<file path="src/rtl/uart_packet.sv">
// uart_packet: packet UART with built-in baud generation, burst TX and gap-delimited, double-buffered RX.
// Optional even parity on both directions when UART_PARITY_EN is defined (11-bit frame).
module uart_packet #(
  parameter int unsigned CLK_HZ   = 50000000,
  parameter int unsigned BAUD     = 115200,
  parameter int unsigned TX_BYTES = 2,
  parameter int unsigned RX_BYTES = 50,
  parameter int unsigned GAP_BITS = 16
) (
  input  logic                            clk,
  input  logic                            rst_n,
  input  logic                            rx,
  output logic                            tx,
  input  logic                            tx_start,
  input  logic [TX_BYTES*8-1:0]           tx_bits,
  input  logic [$clog2(TX_BYTES+1)-1:0]   tx_len,
  output logic                            tx_ready,
  output logic                            rx_available,
  output logic [RX_BYTES*8-1:0]           rx_bits,
  output logic [$clog2(RX_BYTES+1)-1:0]   rx_len,
  output logic                            rx_overflow,
  output logic                            rx_frame_err
);
  localparam int unsigned DIV  = (CLK_HZ + BAUD / 2) / BAUD;
  localparam int unsigned HALF = DIV / 2;
  localparam int unsigned GAP  = GAP_BITS * DIV;
  localparam int unsigned BW   = $clog2(DIV);
  localparam int unsigned GW   = $clog2(GAP + 1);
  localparam int unsigned TLW  = $clog2(TX_BYTES + 1);
  localparam int unsigned RLW  = $clog2(RX_BYTES + 1);

  // ---------------------------------------------------------------- TX
  typedef enum logic [2:0] {T_IDLE, T_START, T_DATA, T_PARITY, T_STOP} tx_state_t;

  tx_state_t             t_state, t_state_d;
  logic [BW-1:0]         t_baud, t_baud_d;
  logic [2:0]            t_bit, t_bit_d;
  logic [TLW-1:0]        t_left, t_left_d;
  logic [TX_BYTES*8-1:0] t_data, t_data_d;
  logic                  tx_q, tx_d;
  logic [TLW-1:0]        len_clamped;
  logic                  t_tick;
`ifdef UART_PARITY_EN
  logic                  t_par, t_par_d;
`endif

  assign len_clamped = (tx_len > TLW'(TX_BYTES)) ? TLW'(TX_BYTES) : tx_len;
  assign t_tick      = (t_baud == BW'(DIV - 1));
  assign tx          = tx_q;
  assign tx_ready    = (t_state == T_IDLE);

  // The burst register shifts right one bit per data bit, so the next byte
  // is already aligned at [7:0] when its start bit begins.
  always_comb begin
    t_state_d = t_state;
    t_baud_d  = t_baud + BW'(1);
    t_bit_d   = t_bit;
    t_left_d  = t_left;
    t_data_d  = t_data;
    tx_d      = tx_q;
`ifdef UART_PARITY_EN
    t_par_d   = t_par;
`endif
    unique case (t_state)
      T_IDLE: begin
        t_baud_d = '0;
        if (tx_start && len_clamped != '0) begin
          t_state_d = T_START;
          t_data_d  = tx_bits;
          t_left_d  = len_clamped;
          tx_d      = 1'b0;
        end
      end
      T_START: begin
        if (t_tick) begin
          t_baud_d  = '0;
          t_bit_d   = '0;
          t_state_d = T_DATA;
          tx_d      = t_data[0];
`ifdef UART_PARITY_EN
          t_par_d   = ^t_data[7:0];
`endif
        end
      end
      T_DATA: begin
        if (t_tick) begin
          t_baud_d = '0;
          t_data_d = t_data >> 1;
          t_bit_d  = t_bit + 3'd1;
          if (t_bit == 3'd7) begin
`ifdef UART_PARITY_EN
            t_state_d = T_PARITY;
            tx_d      = t_par;
`else
            t_state_d = T_STOP;
            tx_d      = 1'b1;
`endif
          end else begin
            tx_d = t_data[1];
          end
        end
      end
      T_PARITY: begin
        if (t_tick) begin
          t_baud_d  = '0;
          t_state_d = T_STOP;
          tx_d      = 1'b1;
        end
      end
      T_STOP: begin
        if (t_tick) begin
          t_baud_d = '0;
          t_left_d = t_left - TLW'(1);
          if (t_left == TLW'(1)) begin
            t_state_d = T_IDLE;
            tx_d      = 1'b1;
          end else begin
            t_state_d = T_START;
            tx_d      = 1'b0;
          end
        end
      end
      default: begin
        t_state_d = T_IDLE;
        tx_d      = 1'b1;
      end
    endcase
  end

  always_ff @(posedge clk or negedge rst_n) begin
    if (!rst_n) begin
      t_state <= T_IDLE;
      t_baud  <= '0;
      t_bit   <= '0;
      t_left  <= '0;
      t_data  <= '0;
      tx_q    <= 1'b1;
`ifdef UART_PARITY_EN
      t_par   <= 1'b0;
`endif
    end else begin
      t_state <= t_state_d;
      t_baud  <= t_baud_d;
      t_bit   <= t_bit_d;
      t_left  <= t_left_d;
      t_data  <= t_data_d;
      tx_q    <= tx_d;
`ifdef UART_PARITY_EN
      t_par   <= t_par_d;
`endif
    end
  end

  // ---------------------------------------------------------------- RX
  typedef enum logic [2:0] {R_IDLE, R_START, R_DATA, R_PARITY, R_STOP, R_WAIT} rx_state_t;

  logic                  rx_s1, rx_s2, rx_s3;
  rx_state_t             r_state, r_state_d;
  logic [BW-1:0]         r_baud, r_baud_d;
  logic [2:0]            r_bit, r_bit_d;
  logic [7:0]            r_shift;
  logic                  r_tick;
  logic                  shift_en, frame_end, frame_good, par_ok;
  logic [RX_BYTES*8-1:0] wbuf;
  logic [RLW-1:0]        cnt;
  logic                  p_ovf, p_ferr;
  logic [GW-1:0]         gap_cnt;
  logic                  gap_run, commit;
`ifdef UART_PARITY_EN
  logic                  par_sample, r_par_err;
`endif

  assign r_tick = (r_baud == BW'(DIV - 1));
  assign commit = gap_run && (r_state == R_IDLE) && (gap_cnt == GW'(GAP - 1));

`ifdef UART_PARITY_EN
  assign par_ok = !r_par_err;
`else
  assign par_ok = 1'b1;
`endif

  always_comb begin
    r_state_d  = r_state;
    r_baud_d   = r_baud + BW'(1);
    r_bit_d    = r_bit;
    shift_en   = 1'b0;
    frame_end  = 1'b0;
    frame_good = 1'b0;
`ifdef UART_PARITY_EN
    par_sample = 1'b0;
`endif
    unique case (r_state)
      R_IDLE: begin
        r_baud_d = '0;
        if (rx_s3 && !rx_s2) r_state_d = R_START;
      end
      R_START: begin
        if (r_baud == BW'(HALF - 1)) begin
          r_baud_d  = '0;
          r_bit_d   = '0;
          r_state_d = rx_s2 ? R_IDLE : R_DATA;
        end
      end
      R_DATA: begin
        if (r_tick) begin
          r_baud_d = '0;
          shift_en = 1'b1;
          r_bit_d  = r_bit + 3'd1;
          if (r_bit == 3'd7) begin
`ifdef UART_PARITY_EN
            r_state_d = R_PARITY;
`else
            r_state_d = R_STOP;
`endif
          end
        end
      end
      R_PARITY: begin
        if (r_tick) begin
          r_baud_d  = '0;
          r_state_d = R_STOP;
`ifdef UART_PARITY_EN
          par_sample = 1'b1;
`endif
        end
      end
      R_STOP: begin
        if (r_tick) begin
          r_baud_d   = '0;
          frame_end  = 1'b1;
          frame_good = rx_s2 && par_ok;
          r_state_d  = rx_s2 ? R_IDLE : R_WAIT;
        end
      end
      R_WAIT: begin
        r_baud_d = '0;
        if (rx_s2) r_state_d = R_IDLE;
      end
      default: r_state_d = R_IDLE;
    endcase
  end

  always_ff @(posedge clk or negedge rst_n) begin
    if (!rst_n) begin
      rx_s1   <= 1'b1;
      rx_s2   <= 1'b1;
      rx_s3   <= 1'b1;
      r_state <= R_IDLE;
      r_baud  <= '0;
      r_bit   <= '0;
    end else begin
      rx_s1   <= rx;
      rx_s2   <= rx_s1;
      rx_s3   <= rx_s2;
      r_state <= r_state_d;
      r_baud  <= r_baud_d;
      r_bit   <= r_bit_d;
    end
  end

`ifdef UART_PARITY_EN
  always_ff @(posedge clk or negedge rst_n) begin
    if (!rst_n)          r_par_err <= 1'b0;
    else if (par_sample) r_par_err <= rx_s2 ^ (^r_shift);
  end
`endif

  // The gap timer only advances while the line is idle, so a false start
  // pauses it without losing a pending packet. Bytes at index >= cnt are
  // never written and are cleared on commit, so rx_bits needs no masking.
  always_ff @(posedge clk or negedge rst_n) begin
    if (!rst_n) begin
      r_shift      <= '0;
      wbuf         <= '0;
      cnt          <= '0;
      p_ovf        <= 1'b0;
      p_ferr       <= 1'b0;
      gap_cnt      <= '0;
      gap_run      <= 1'b0;
      rx_available <= 1'b0;
      rx_bits      <= '0;
      rx_len       <= '0;
      rx_overflow  <= 1'b0;
      rx_frame_err <= 1'b0;
    end else begin
      rx_available <= commit;
      if (shift_en) r_shift <= {rx_s2, r_shift[7:1]};
      if (frame_end) begin
        gap_cnt <= '0;
        gap_run <= 1'b1;
        if (!frame_good) begin
          p_ferr <= 1'b1;
        end else if (cnt == RLW'(RX_BYTES)) begin
          p_ovf <= 1'b1;
        end else begin
          for (int unsigned i = 0; i < RX_BYTES; i++)
            if (cnt == RLW'(i)) wbuf[i*8 +: 8] <= r_shift;
          cnt <= cnt + RLW'(1);
        end
      end else if (commit) begin
        rx_bits      <= wbuf;
        rx_len       <= cnt;
        rx_overflow  <= p_ovf;
        rx_frame_err <= p_ferr;
        wbuf         <= '0;
        cnt          <= '0;
        p_ovf        <= 1'b0;
        p_ferr       <= 1'b0;
        gap_run      <= 1'b0;
        gap_cnt      <= '0;
      end else if (gap_run && r_state == R_IDLE) begin
        gap_cnt <= gap_cnt + GW'(1);
      end
    end
  end

endmodule

</file>
<file path="config.mk">
export PLATFORM = sky130hd
export DESIGN_NAME = uart_packet
export DESIGN_NICKNAME = d
export VERILOG_FILES = /design/src/rtl/uart_packet.sv
export SDC_FILE = /design/constraint.sdc
export NUM_CORES = 2
export LEC_CHECK = 0
export ABC_AREA = 1
export CORE_ASPECT_RATIO = 1.25
export CORE_MARGIN = 2
export CORE_UTILIZATION = 40
export DETAILED_ROUTE_END_ITERATION = 8
export SLEW_MARGIN = 20
export SYNTH_ARGS = -nofsm -noshare
export SYNTH_HDL_FRONTEND = slang
export SYNTH_SLANG_ARGS = --single-unit
</file>
<file path="constraint.sdc">
create_clock -name clk -period 1.9 [get_ports clk]
set_input_delay 0.38 -clock clk [delete_from_list [all_inputs] [get_ports clk]]
set_output_delay 0.38 -clock clk [all_outputs]
set_load 0.02 [all_outputs]
</file>
==> metrics.md <==
| Metric | Value |
|---|---|
| IO Pins | `433` |
| Ys Warns | `0` |
| Critical hold path startpoint | `rx` |
| Die X | `276 um` |
| Slew @ Worst Pin | `0.468 ns` |
| Vias/cell | `5.29` |
| Asr flop ratio synth | `100%` |
| Gate Count Post-Synth | `4,220` |
| #FFs+latches synth | `891` |
| Placer Congestion | `0.868` |
| Layout Skew | `0.0273 ns` |
| Top FF cell, synth | `dfrtp_1` |
| Clk_lat worst skew | `0.67 ns` |
| Gr usage total | `28.0%` |
| Initial Util | `40.4%` |
| Final setup margin | `-0.249 ns` |
| TNS Setup | `-66.75 ns` |
| Synth cell types | `34` |
| Hold Fails Final Rpt | `0` |
| Mapped Area | `37,000 um^2` |
| Design area | `53,900 um^2` |
| Share of cells above drive strength 1 | `19.2%` |
| Syn_nets | `4,257` |
| Final hold slack | `0.137 ns` |
| Setup violators final | `424` |
| Max-slew violations | `0` |
| Clk buf depth | `3` |
| CP Launch Point | `r_baud[1]` |
| Startpoint types | `register` |
| Fin nets | `5,053` |
| Final HPWL DP | `77,500 um` |
| Final WL | `138,000 um` |
| Chip Height | `344 um` |
| CP endpoint | `wbuf[33]` |
| Top-count cell post-synth | `nand2_1` |
| Initial DRT Pass Iterations | `9` |
| Maxcap violations | `0` |
| Detailed-route DRC error count | `30` |
| Synthesized area per cell | `8.77 um^2` |
| Post-DP Area | `45,100 um^2` |
| Crit. End Element | `register` |
| Vias | `33,300` |
| Violated checks | `design-rule violations, negative setup slack` |
| Fmax | `0.465 GHz` |
| PortBufs | `432` |
| Root buf cell | `clkbuf_16` |
| Pin count of the biggest net entering global routing | `91` |
| PD cells | `757 nW/um^2` |
| Top cell type's share of synthesized area | `60.0%` |
| Grt ovf | `0` |
| Top post-synthesis cells by area | `dfrtp_1 60%, nand2_1 22%, nand4_1 6.9%, buf_2 2.0%, nand3_2 1.4%` |
| Reg-to-reg endpoint | `wbuf[33]` |
| Core area | `91,500 um^2` |
| R2R depth | `14` |
| CTS H-tree lvls | `3` |
| First-pass GRT wire length | `204,000 um` |
| CTS Sinks | `891` |
| CP Data Required Time | `2.50 ns` |
| Number of antenna-violating nets in the routed design | `0` |
| Most frequent cells after synthesis | `2,187 x nand2_1, 887 x dfrtp_1, 411 x nand4_1` |
| Setup slack, reg-to-reg | `-0.25 ns` |
| Layout area overhead | `45.6%` |
| Worst EP arrival | `2.75 ns` |
| Die area | `95,000 um^2` |
| Peak VDD IR | `0.817 mV` |
| Period utilization | `113%` |
| Seq/Total Area, Yosys | `60.3%` |
| CTS tree | `built` |
| Worst rel slew slack | `68.7%` |
| EDFF count, synth | `0` |
| Row count | `124` |
| Crit-path max FO | `6` |
| DRT iter0 DRCs | `3,387` |
| Crit Path Class | `reg2reg` |
| TritonCTS Buffers | `91` |
| Clock slew at reported path FFs | `0.07 ns` |
| Reg2reg start | `r_baud[1]` |
| Hold WC Path Type | `in2reg` |
| Dominant cell type by area after synthesis | `dfrtp_1` |
| Vias in the first global route | `32,500` |
| Leak | `29.3 nW` |
| Status | `finished with violations` |
| RSZ-0062 raised after global routing | `yes` |
| Wire per inst | `21.9 um` |
| Tmin final | `2.15 ns` |
| Antenna violations before repair | `4` |
-- power breakdown --
part / internal [W] / switching, W / leakage, nW
registers: 0.0193 / 0.000174 / 12.4
logic: 0.000857 / 0.00134 / 15.3
clock network: 0.0113 / 0.00780 / 1.56
total: 0.0314 / 0.00931 / 29.3
-- worst min path at each step --
stage,end,slack [ns],depth (start not counted)
2_1_floorplan,cnt[0],0.08,0
3_3_place_gp,rx_bits[97],0.32,1
3_5_place_dp,rx_bits[97],0.32,1
4_1_cts,rx_s1,0.11,1
5_1_grt,rx_s1,0.12,1
6_report,rx_s1,0.14,1
-- cell families after synthesis --
kind of cell,Yosys count,share of synthesized area [%]
AND/OR/NAND/NOR,2862,33.5
AO/OA/AOI/OAI,97,1.34
XOR/XNOR,6,0.142
adder cells (fa/ha/maj),15,0.507
flip-flops,891,60.3
buffers and inverters,349,4.25
-- state kept, by name, summed over array words and instances (netlist names), 2 cells and up --
register / cells
gap_cnt: 13
t_bit: 3
r_bit: 3
t_data: 16
wbuf: 400
t_state: 3
cnt: 6
r_baud: 9
rx_bits: 400
t_baud: 9
rx_len: 6
r_shift: 8
t_left: 2
r_state: 3
-- through the flow --
stage	cells	power (W)	util, %	worst slack, ns
finish	6288	0.0408	58.9	-0.249
global route	6288	0.0422	58.9	-0.310
CTS	6256	0.0410	57.9	-0.244
detailed placement	5870	0.0218	49.3	-0.256
global placement	5870	0.0218	49.3	-0.258
floorplan	4220	0.0207	-	0.0188
-- critical path, stage by stage (launching register included) --
cell and delay (ns):
dfrtp_1 0.41, inv_2 0.09, ha_4 0.15, nand2_4 0.05, nor2_4 0.13, nand3_4 0.12, buf_12 0.14, buf_12 0.12
buf_8 0.12, nor2_4 0.13, buf_8 0.15, buf_12 0.12, buf_12 0.14, nand4_1 0.11, nand2_1 0.08
-- per-layer routing --
| metal | global-route usage, % | share of wire [%] | up-vias |
|---|---|---|---|
| met5 | 0 | 0.017 | - |
| met1 | 36.5 | 40 | 16300 |
| li1 | - | - | 15300 |
| met2 | 46.0 | 48 | 1314 |
| met4 | 12.6 | 5.2 | 4 |
| met3 | 4.93 | 6.8 | 346 |
-- cells in the final DEF, fill, tap and decap left out, types with 5 or more instances in the layout --
cell type	n
buf_12	161
nand2_2	140
inv_1	83
nand2_8	46
clkbuf_1	21
a21oi_1	15
o21ai_1	15
dlygate4sd2_1	406
nand3_4	53
nor2_4	16
nand3_1	51
nand2_1	2039
nor3_1	13
buf_6	61
nand4_1	411
buf_16	63
nand3_2	12
nor2_1	58
nand2_4	33
bufinv_16	12
xor2_1	5
inv_2	11
buf_8	37
dfrtp_1	887
clkinv_2	18
clkbuf_16	102
ha_1	13
clkdlybuf4s50_1	20
o21ai_0	60
clkbuf_8	15
buf_4	173
-- final cells by class --
type                    instances  area [um^2]
fillers                      7706        37700
diodes                          1         2.50
clock buffers                 130         2640
well taps                    1197         1500
inverters                      95          364
repair buffers                935        11500
flip-flops and latches        891        22300
clock inverters                37          532
multi-input cells            3002        15000
-- what timing repair did --
item	in CTS	in global routing
hold buffers	1	0
gates resized for setup	761	262
gates cloned	89	29
endpoints found under the setup margin	813	641
hold endpoints to repair	150	0
setup buffers	141	57
pin swaps	574	453
No activity file was read; power rests on OpenSTA's default activity.
